--- src/rtl/tmds_serdes_sequencer_if.sv ---
// Signal bundle between the TMDS encoders, the sequencer and the OSERDESE2 pair.
// Optional lock_loss_cnt exists only when LOCK_LOSS_COUNT_EN is defined.
interface tmds_serdes_sequencer_if #(
    parameter int NUM_CHANNELS = 3
);
    logic                         mmcm_locked;
    logic                         restart;
    logic [NUM_CHANNELS-1:0][9:0] tmds_in;
    logic [NUM_CHANNELS-1:0][9:0] tmds_out;
    logic                         serdes_rst;
    logic                         video_ready;
    logic [2:0]                   state_dbg;
`ifdef LOCK_LOSS_COUNT_EN
    logic [7:0]                   lock_loss_cnt;
`endif

    modport master (
        input  mmcm_locked, restart, tmds_in,
`ifdef LOCK_LOSS_COUNT_EN
        output lock_loss_cnt,
`endif
        output tmds_out, serdes_rst, video_ready, state_dbg
    );

    modport slave (
        output mmcm_locked, restart, tmds_in,
`ifdef LOCK_LOSS_COUNT_EN
        input  lock_loss_cnt,
`endif
        input  tmds_out, serdes_rst, video_ready, state_dbg
    );
endinterface

--- src/rtl/tmds_serdes_sequencer.sv ---
// Start-up/recovery sequencer for the per-channel 10:1 TMDS serializers.
// Define LOCK_LOSS_COUNT_EN to add a saturating RUN lock-loss counter.
module tmds_serdes_sequencer #(
    parameter int         NUM_CHANNELS  = 3,
    parameter int         SETTLE_CYCLES = 1024,
    parameter int         RST_CYCLES    = 8,
    parameter int         WARMUP_CYCLES = 16,
    parameter logic [9:0] IDLE_SYMBOL   = 10'b1101010100
) (
    input  logic                            i_clk_pixel,
    input  logic                            i_reset,
    tmds_serdes_sequencer_if.master         bus
);
    localparam int MAX_CYC = (SETTLE_CYCLES > RST_CYCLES)
                           ? ((SETTLE_CYCLES > WARMUP_CYCLES) ? SETTLE_CYCLES : WARMUP_CYCLES)
                           : ((RST_CYCLES > WARMUP_CYCLES) ? RST_CYCLES : WARMUP_CYCLES);
    localparam int CNT_W = $clog2(MAX_CYC + 1);
    localparam logic [CNT_W-1:0] SETTLE_LAST = CNT_W'(SETTLE_CYCLES - 1);
    localparam logic [CNT_W-1:0] RST_LAST    = CNT_W'(RST_CYCLES - 1);
    localparam logic [CNT_W-1:0] WARMUP_LAST = CNT_W'(WARMUP_CYCLES - 1);

    typedef enum logic [2:0] {
        ST_WAIT_LOCK   = 3'd0,
        ST_LOCK_SETTLE = 3'd1,
        ST_SERDES_RST  = 3'd2,
        ST_WARMUP      = 3'd3,
        ST_RUN         = 3'd4
    } state_t;

    state_t                       r_state;
    state_t                       w_next;
    logic [CNT_W-1:0]             r_cnt;
    logic [CNT_W-1:0]             w_cnt_next;
    logic                         r_lock_meta;
    logic                         r_lock_s;
    logic                         r_serdes_rst;
    logic                         r_video_ready;
    logic [NUM_CHANNELS-1:0][9:0] r_tmds_out;

    // mmcm_locked is asynchronous to clk_pixel
    always_ff @(posedge i_clk_pixel or posedge i_reset) begin
        if (i_reset) begin
            r_lock_meta <= 1'b0;
            r_lock_s    <= 1'b0;
        end else begin
            r_lock_meta <= bus.mmcm_locked;
            r_lock_s    <= r_lock_meta;
        end
    end

    always_comb begin
        w_next     = r_state;
        w_cnt_next = r_cnt + 1'b1;
        if (!r_lock_s) begin
            w_next     = ST_WAIT_LOCK;
            w_cnt_next = '0;
        end else if (bus.restart && (r_state == ST_LOCK_SETTLE ||
                                     r_state == ST_WARMUP || r_state == ST_RUN)) begin
            w_next     = ST_SERDES_RST;
            w_cnt_next = '0;
        end else begin
            case (r_state)
                ST_WAIT_LOCK: begin
                    w_next     = ST_LOCK_SETTLE;
                    w_cnt_next = '0;
                end
                ST_LOCK_SETTLE: if (r_cnt == SETTLE_LAST) begin
                    w_next     = ST_SERDES_RST;
                    w_cnt_next = '0;
                end
                ST_SERDES_RST: if (r_cnt == RST_LAST) begin
                    w_next     = ST_WARMUP;
                    w_cnt_next = '0;
                end
                ST_WARMUP: if (r_cnt == WARMUP_LAST) begin
                    w_next     = ST_RUN;
                    w_cnt_next = '0;
                end
                ST_RUN: w_cnt_next = '0;
                default: begin
                    w_next     = ST_WAIT_LOCK;
                    w_cnt_next = '0;
                end
            endcase
        end
    end

    // Outputs are registered from the next state so they change with the state register
    always_ff @(posedge i_clk_pixel or posedge i_reset) begin
        if (i_reset) begin
            r_state       <= ST_WAIT_LOCK;
            r_cnt         <= '0;
            r_serdes_rst  <= 1'b1;
            r_video_ready <= 1'b0;
            r_tmds_out    <= {NUM_CHANNELS{IDLE_SYMBOL}};
        end else begin
            r_state       <= w_next;
            r_cnt         <= w_cnt_next;
            r_serdes_rst  <= (w_next != ST_WARMUP) && (w_next != ST_RUN);
            r_video_ready <= (w_next == ST_RUN);
            for (int ch = 0; ch < NUM_CHANNELS; ch++) begin
                r_tmds_out[ch] <= (w_next == ST_RUN) ? bus.tmds_in[ch] : IDLE_SYMBOL;
            end
        end
    end

`ifdef LOCK_LOSS_COUNT_EN
    logic [7:0] r_lock_loss_cnt;

    // RUN is only reachable with lock_s high, so lock_s low in RUN is a 1->0 edge
    always_ff @(posedge i_clk_pixel or posedge i_reset) begin
        if (i_reset) begin
            r_lock_loss_cnt <= 8'd0;
        end else if (r_state == ST_RUN && !r_lock_s && r_lock_loss_cnt != 8'hFF) begin
            r_lock_loss_cnt <= r_lock_loss_cnt + 8'd1;
        end
    end

    assign bus.lock_loss_cnt = r_lock_loss_cnt;
`endif

    assign bus.tmds_out    = r_tmds_out;
    assign bus.serdes_rst  = r_serdes_rst;
    assign bus.video_ready = r_video_ready;
    assign bus.state_dbg   = r_state;
endmodule

--- src/flat_wrapper.sv ---
// flat-port wrapper written by rule: the top's interface ports become plain ports
module tmds_serdes_sequencer_flat 
#(
    parameter int         NUM_CHANNELS  = 3,
    parameter int         SETTLE_CYCLES = 1024,
    parameter int         RST_CYCLES    = 8,
    parameter int         WARMUP_CYCLES = 16,
    parameter logic [9:0] IDLE_SYMBOL   = 10'b1101010100
)
  (i_clk_pixel, i_reset, bus_mmcm_locked, bus_restart, bus_tmds_in, bus_tmds_out, bus_serdes_rst, bus_video_ready, bus_state_dbg);
  tmds_serdes_sequencer_if #(.NUM_CHANNELS(NUM_CHANNELS)) bus_i ();
  input  logic i_clk_pixel;
  input  logic i_reset;
  input wire logic [$bits(bus_i.mmcm_locked)-1:0] bus_mmcm_locked;
  input wire logic [$bits(bus_i.restart)-1:0] bus_restart;
  input wire logic [$bits(bus_i.tmds_in)-1:0] bus_tmds_in;
  output wire logic [$bits(bus_i.tmds_out)-1:0] bus_tmds_out;
  output wire logic [$bits(bus_i.serdes_rst)-1:0] bus_serdes_rst;
  output wire logic [$bits(bus_i.video_ready)-1:0] bus_video_ready;
  output wire logic [$bits(bus_i.state_dbg)-1:0] bus_state_dbg;
  assign bus_i.mmcm_locked = bus_mmcm_locked;
  assign bus_i.restart = bus_restart;
  assign bus_i.tmds_in = bus_tmds_in;
  assign bus_tmds_out = bus_i.tmds_out;
  assign bus_serdes_rst = bus_i.serdes_rst;
  assign bus_video_ready = bus_i.video_ready;
  assign bus_state_dbg = bus_i.state_dbg;
  tmds_serdes_sequencer #(.NUM_CHANNELS(NUM_CHANNELS), .SETTLE_CYCLES(SETTLE_CYCLES), .RST_CYCLES(RST_CYCLES), .WARMUP_CYCLES(WARMUP_CYCLES), .IDLE_SYMBOL(IDLE_SYMBOL)) u_core (.i_clk_pixel(i_clk_pixel), .i_reset(i_reset), .bus(bus_i));
endmodule
--- config.mk ---
export PLATFORM = sky130hd
export DESIGN_NAME = tmds_serdes_sequencer_flat
export DESIGN_NICKNAME = d
export VERILOG_FILES = /design/src/rtl/tmds_serdes_sequencer_if.sv /design/src/rtl/tmds_serdes_sequencer.sv /design/src/flat_wrapper.sv
export SDC_FILE = /design/constraint.sdc
export NUM_CORES = 1
export LEC_CHECK = 0
export ABC_AREA = 0
export BUFFER_PORTS_ARGS = -buffer_cell sky130_fd_sc_hd__buf_2
export CORE_ASPECT_RATIO = 0.75
export CORE_MARGIN = 3
export CORE_UTILIZATION = 30
export DETAILED_ROUTE_END_ITERATION = 10
export PLACE_DENSITY = 0.65
export SETUP_SLACK_MARGIN = 0.2
export SLEW_MARGIN = 30
export SYNTH_ARGS = -nofsm -noshare
export SYNTH_HDL_FRONTEND = slang
export SYNTH_SLANG_ARGS = --single-unit
--- constraint.sdc ---
create_clock -name i_clk_pixel -period 2.9 [get_ports i_clk_pixel]
set_input_delay 0.58 -clock i_clk_pixel [delete_from_list [all_inputs] [get_ports i_clk_pixel]]
set_output_delay 0.58 -clock i_clk_pixel [all_outputs]
set_load 0.05 [all_outputs]
; ---- After elaboration in Yosys (flattened, before gate mapping)
; Index checks and enable logic that the tools add are counted.
[totals]
output_inout_bits = 35
inputBits = 34
reg_bits = 48
[op_classes]
n_addsub = 1
n_mux = 15
reduce_logical = 5
eq_ne = 10
[op_table]
columns = op, count
row1 = $mux 11, 5
row2 = $pmux 11 s3, 1
row3 = $mux 10, 3
row4 = $mux 3, 5
row5 = $pmux 3 s5, 1
row6 = $add 11x1->11 const B, 1
row7 = $eq 11x10->1 const B, 1
row8 = $eq 11x3->1 const B, 1
row9 = $eq 11x4->1 const B, 1
row10 = $eq 3x2->1 const B, 2
row11 = $eq 3x3->1 const B, 2
row12 = $eq 3x1->1 const B, 1
row13 = $logic_not 3->1, 1
row14 = $ne 3x2->1 const B, 1
row15 = $ne 3x3->1 const B, 1
row16 = $logic_and 1x1->1, 2
row17 = $logic_or 1x1->1, 2

; ---- Depth between registers and ports, before layout
[logic_depth]
word_depth = 8
ltp_mapped = 7
mapped_depth_nobuf = 5

; ---- Worst setup path before layout
; Ideal clock, no wire load.
[synth_timing]
path_type = flip-flop to flip-flop
start = reg u_core.r_cnt[8]
end = reg u_core.r_tmds_out, in the netlist u_core.bus.tmds_out[12]
synth_period_minus_slack_ps = 2164
stages_incl_launch_ff = 7
path_slack_ps = 736
setup_ps = 80
t_required_ps = 2820
arrival_time_ps = 2084
path_buffers = 2
cell_sequence = dfrtp_1 > buf_6 > or4_4 > or4_4 > a211oi_4 > buf_2 > nand2b_1
[synth_between]
elab_chain_cells = 7
word_cells_on_any_way = 11
classes_between = eq/ne (4) / mux (7)
[synth_lines]
columns = element, line
row1 = from (decl), tmds_serdes_sequencer.sv:32  ; logic [CNT_W-1:0] r_cnt;
row2 = from (signal assigned), tmds_serdes_sequencer.sv:98  ; r_cnt <= w_cnt_next;
row3 = "$eq 11x4->1, or another cell as far along", tmds_serdes_sequencer.sv:75  ; ST_WARMUP: if (r_cnt == WARMUP_LAST) begin
row4 = $mux 3 (on tied branches), "tmds_serdes_sequencer.sv:75, tmds_serdes_sequencer.sv:67, tmds_serdes_sequencer.sv:71"
row5 = $pmux 3 s5 (*), tmds_serdes_sequencer.sv:62  ; case (r_state)
row6 = $mux 3 (*), tmds_serdes_sequencer.sv:57  ; end else if (bus.restart && (r_state == ST_LOCK_SETTLE ||
row7 = $mux 3 (*), tmds_serdes_sequencer.sv:54  ; if (!r_lock_s) begin
row8 = $eq 3x3->1 (*), tmds_serdes_sequencer.sv:102  ; r_tmds_out[ch] <= (w_next == ST_RUN) ? bus.tmds_in[ch] : IDLE_SYMBOL;
row9 = $mux 10 (*), tmds_serdes_sequencer.sv:102
row10 = to (signal assigned), tmds_serdes_sequencer.sv:95  ; r_tmds_out <= {NUM_CHANNELS{IDLE_SYMBOL}};
row11 = "to (signal, indexed assignment)", tmds_serdes_sequencer.sv:102
row12 = to (decl), tmds_serdes_sequencer.sv:38  ; logic [NUM_CHANNELS-1:0][9:0] r_tmds_out;
; Mark *: on every way between the ends. The rest lies on a longest branch, timed or not.

; ---- Worst setup path after layout
[layout_timing]
start = reg u_core.r_cnt[8]
end = reg u_core.r_tmds_out, in the netlist u_core.bus.tmds_out[21]
; The elaborated chain is that of the path after synthesis.

==> reports/qor.log <==
qor: drt.via_count 1316
qor: grt.gr-usage-all-layers 0.1063
qor: drt.initialDrtViolationCount 62
qor: worst_setup_path.kind_of_cell_adding_the_most_delay_to_the_critical_path simple AND/OR/NAND/NOR gates
qor: logic_synthesis.synthesis.area 1911 sq um
qor: sta.final.min_clock_period 2340 ps
qor: floorplanning.start_util 0.3197
qor: worst_setup_path.cp.required 3140 ps
qor: logic_synthesis.synth-seq-cells 48
qor: sta.grt_setup_unrepaired false
qor: clocking.cts_resized 0
qor: clocking.clkLatencyLatePin 300 ps
qor: clocking.tritoncts.num_buffers 5
qor: sta.finalWorstSetupSlack 559.7 ps
qor: worst_setup_path.criticalPathCategory reg -> reg
qor: pwr.power.density 495.1 nW/um^2
qor: grt.first_global_vias 1307
qor: clocking.clock-sinks 48
qor: clocking.cts_root_cell sky130_fd_sc_hd__clkbuf_8
qor: sta.final-setup-viol-count 0
qor: sta.worst_slew_pin_slew 565.1 ps
qor: floorplanning.fp.dieArea 7372 sq um
qor: pwr.post-layout-total-power 1.196 mW
qor: logic_synthesis.synth-edff-count 0
qor: grt.maximum_number_of_pins_on_one_net_before_global_route_repair 49
qor: drt.drtPass1Iterations 5
qor: drt.antenna_nets_post_route 0
qor: layout.post_route_cells_drive_above_1_share 0.4420
qor: worst_setup_path.timing.critical_path.fanout_max 32
qor: clocking.max-clock-path-buffers 2
qor: floorplanning.core.rowCount 24
qor: worst_setup_path.timing.critical_path.cells or4_4, or4_4, a211oi_4, buf_4, and2_1
qor: logic_synthesis.asyncSetResetFlopFracSynth 1.000
qor: logic_synthesis.yosysUniqueCellTypes 40
qor: logic_synthesis.synth_nets 188
qor: grt.use_met3 0.07222
qor: pwr.static-leakage-power 1.139 nW
qor: worst_setup_path.critPathBufInv 1
qor: grt.grt.met2_usage 0.1659
qor: drt.wl_per_cell 12.37 um
qor: clocking.clk_pin_slew 90 ps
qor: drt.remaining_drc_errors 0
qor: run_status.status completed
qor: worst_setup_path.reg2reg_setup_slack 560 ps
qor: min_path.timing.hold.worst.class in -> async
qor: place.detailed_place.area 2323 sq um
qor: worst_setup_path.cp.arrival 2580 ps
qor: grt.global_route.overflow_total 0
qor: layout.insertedDiodeCount 0
qor: layout.layout.cell_area.non_filler 2416 sq um
qor: clocking.clock_tree_from_tritoncts done
qor: floorplanning.placeableCoreArea 5976 sq um
qor: sta.slew_headroom 0.6233
qor: logic_synthesis.yosysSeqAreaShare 0.6392
qor: worst_setup_path.slowest_cp_cell sky130_fd_sc_hd__or4_4
qor: drt.post_drt_via_cell_ratio 4.358
qor: worst_setup_path.worstSetupEndpointType flop
qor: place.detailed_place_hpwl 2689 um
qor: drt.totalWireLength 3735 um
qor: place.dp_worst_setup_slack 557.5 ps
qor: floorplanning.ios 69
qor: layout.area_delta_synth_final 26.46%
qor: worst_setup_path.timing.critical_path.slowest_cell_delay 550 ps
qor: logic_synthesis.synth_cells 153
qor: pwr.vdd.ir_drop.worst 0.0002071 V
qor: grt.met1_usage 0.1250
qor: logic_synthesis.postSynth.topFlopCell sky130_fd_sc_hd__dfrtp_1
qor: place.gpl.final_weighted_congestion 0.7934
qor: grt.grt_busiest_layer met2
qor: clocking.cts-htree-levels 2
qor: sta.timing.final.max_slew_violations 0
qor: floorplanning.die_height 75.11 um
qor: grt.first_pass_grt_wire_length 6051 um
qor: place.io_buffers 68
qor: sta.clock_skew 4.403 ps
qor: worst_setup_path.setup.worst_path.start_class flop
qor: clocking.cts_setup_buffers 0
qor: sta.max_clock_freq 0.4273 GHz
qor: layout.instances_no_fill 302
qor: sta.timing.hold.ws 344.8 ps
qor: logic_synthesis.ys.warnings.count 0
qor: floorplanning.floorplan.die.width 98.15 um
qor: flow_run.max_cap_violations 0
qor: sta.tns 0 ps
qor: layout.finish.net_count 258
qor: sta.post-route-period-util 0.8070
qor: logic_synthesis.synthesis.area_per_instance 12.49 sq um
qor: worst_setup_path.critical_path.most_common_cell sky130_fd_sc_hd__or4_4
qor: place.post-place-cells 294
qor: clocking.cts_hold_repair.buffers 0
qor: grt.number_of_antenna_violations_at_the_first_check_in_global_routing 0
qor: sta.final_hold_viol_count 0
qor: layout.utilization 0.4043
synth_stat cells, drive strengths merged, types with 3 or more instances:
cell / number / area, sq um
and2: 15 / 93.84
buf: 4 / 31.27
clkbuf: 3 / 11.26
dfrtp: 32 / 800.8
dfstp: 16 / 420.4
inv: 3 / 11.26
nand2: 4 / 15.01
nand2b: 15 / 93.84
nand3: 4 / 20.02
nand4: 3 / 18.77
nor2: 14 / 52.55
xor2: 7 / 61.31
cell type report:
class                           instances  area, sq um
Clock inverter                          1        6.256
Clock buffer                            7        86.33
Timing Repair Buffer                   70        355.3
Tap cell                               78        97.59
Sequential cell                        48         1221
Fill cell                             583         3560
Multi-Input combinational cell         95        635.6
Inverter                                3        13.76
worst reg2reg max path, cell delays in order, from the launching register on:
cell and delay [ps]:
sky130_fd_sc_hd__dfrtp_1 470, sky130_fd_sc_hd__or4_4 530, sky130_fd_sc_hd__or4_4 550, sky130_fd_sc_hd__a211oi_4 240, sky130_fd_sc_hd__buf_4 300, sky130_fd_sc_hd__and2_1 190
sequential cells by signal, summed over array words and instances, names as in the netlist:
name	flops
u_core.bus.state_dbg	3
u_core.r_cnt	11
u_core.bus.tmds_out	30
u_core.r_lock_s	1
u_core.bus.video_ready	1
u_core.bus.serdes_rst	1
u_core.r_lock_meta	1
path summary, 6_finish.rpt:
kind                                    start                       to  depth (start not counted)
min                                   i_reset  u_core.bus.tmds_out[27]                          2
max                           u_core.r_cnt[8]  u_core.bus.tmds_out[21]                          5
min reg2reg                u_core.r_lock_meta          u_core.r_lock_s                          0
max reg2reg                   u_core.r_cnt[8]  u_core.bus.tmds_out[21]                          5
max in group asynchronous             i_reset    u_core.bus.serdes_rst                          2
min in group i_clk_pixel   u_core.r_lock_meta          u_core.r_lock_s                          0
logic make-up (layout without fill, tap and decap cells):
logic type,Yosys count,after routing,synth area share
and+or+nand+nor,70,70,0.2168
xor gates and xnor gates,9,9,0.04126
muxes,1,1,0.005239
adders and majority gates,1,1,0.006548
DFF,48,48,0.6392
buffers and inverters,10,81,0.02815
AOI/OAI and AO/OA,14,14,0.06287
layer usage:
metal	part of all wire	vias to the layer above
li1	-	651
met1	0.43	611
met2	0.44	50
met3	0.12	4
met4	0.010	0
met5	0	-
report_power, final:
group	internal (mW)	total, mW	leakage (nW)	switching [mW]
clock network	0.195	0.415	0.0488	0.220
registers	0.678	0.687	0.609	0.00849
logic	0.0388	0.0946	0.481	0.0558
total	0.912	1.20	1.14	0.284
layout by cell type (no fill, tap or decap), types with 2 or more instances in the layout:
master	instances
sky130_fd_sc_hd__o31ai_1	2
sky130_fd_sc_hd__nand2_1	4
sky130_fd_sc_hd__xor2_1	7
sky130_fd_sc_hd__nor2_1	14
sky130_fd_sc_hd__buf_2	68
sky130_fd_sc_hd__inv_1	2
sky130_fd_sc_hd__inv_4	2
sky130_fd_sc_hd__and2_1	15
sky130_fd_sc_hd__and4_1	2
sky130_fd_sc_hd__nand4_1	3
sky130_fd_sc_hd__dfstp_2	16
sky130_fd_sc_hd__nand2b_1	15
sky130_fd_sc_hd__dfrtp_1	32
sky130_fd_sc_hd__xnor2_1	2
sky130_fd_sc_hd__nor2b_1	2
sky130_fd_sc_hd__nand3b_1	2
sky130_fd_sc_hd__buf_4	2
sky130_fd_sc_hd__clkbuf_8	6
sky130_fd_sc_hd__nand3_1	4
sky130_fd_sc_hd__a31oi_1	2
sky130_fd_sc_hd__or4_4	2
Note: power is estimated with default switching activity, not from simulation.
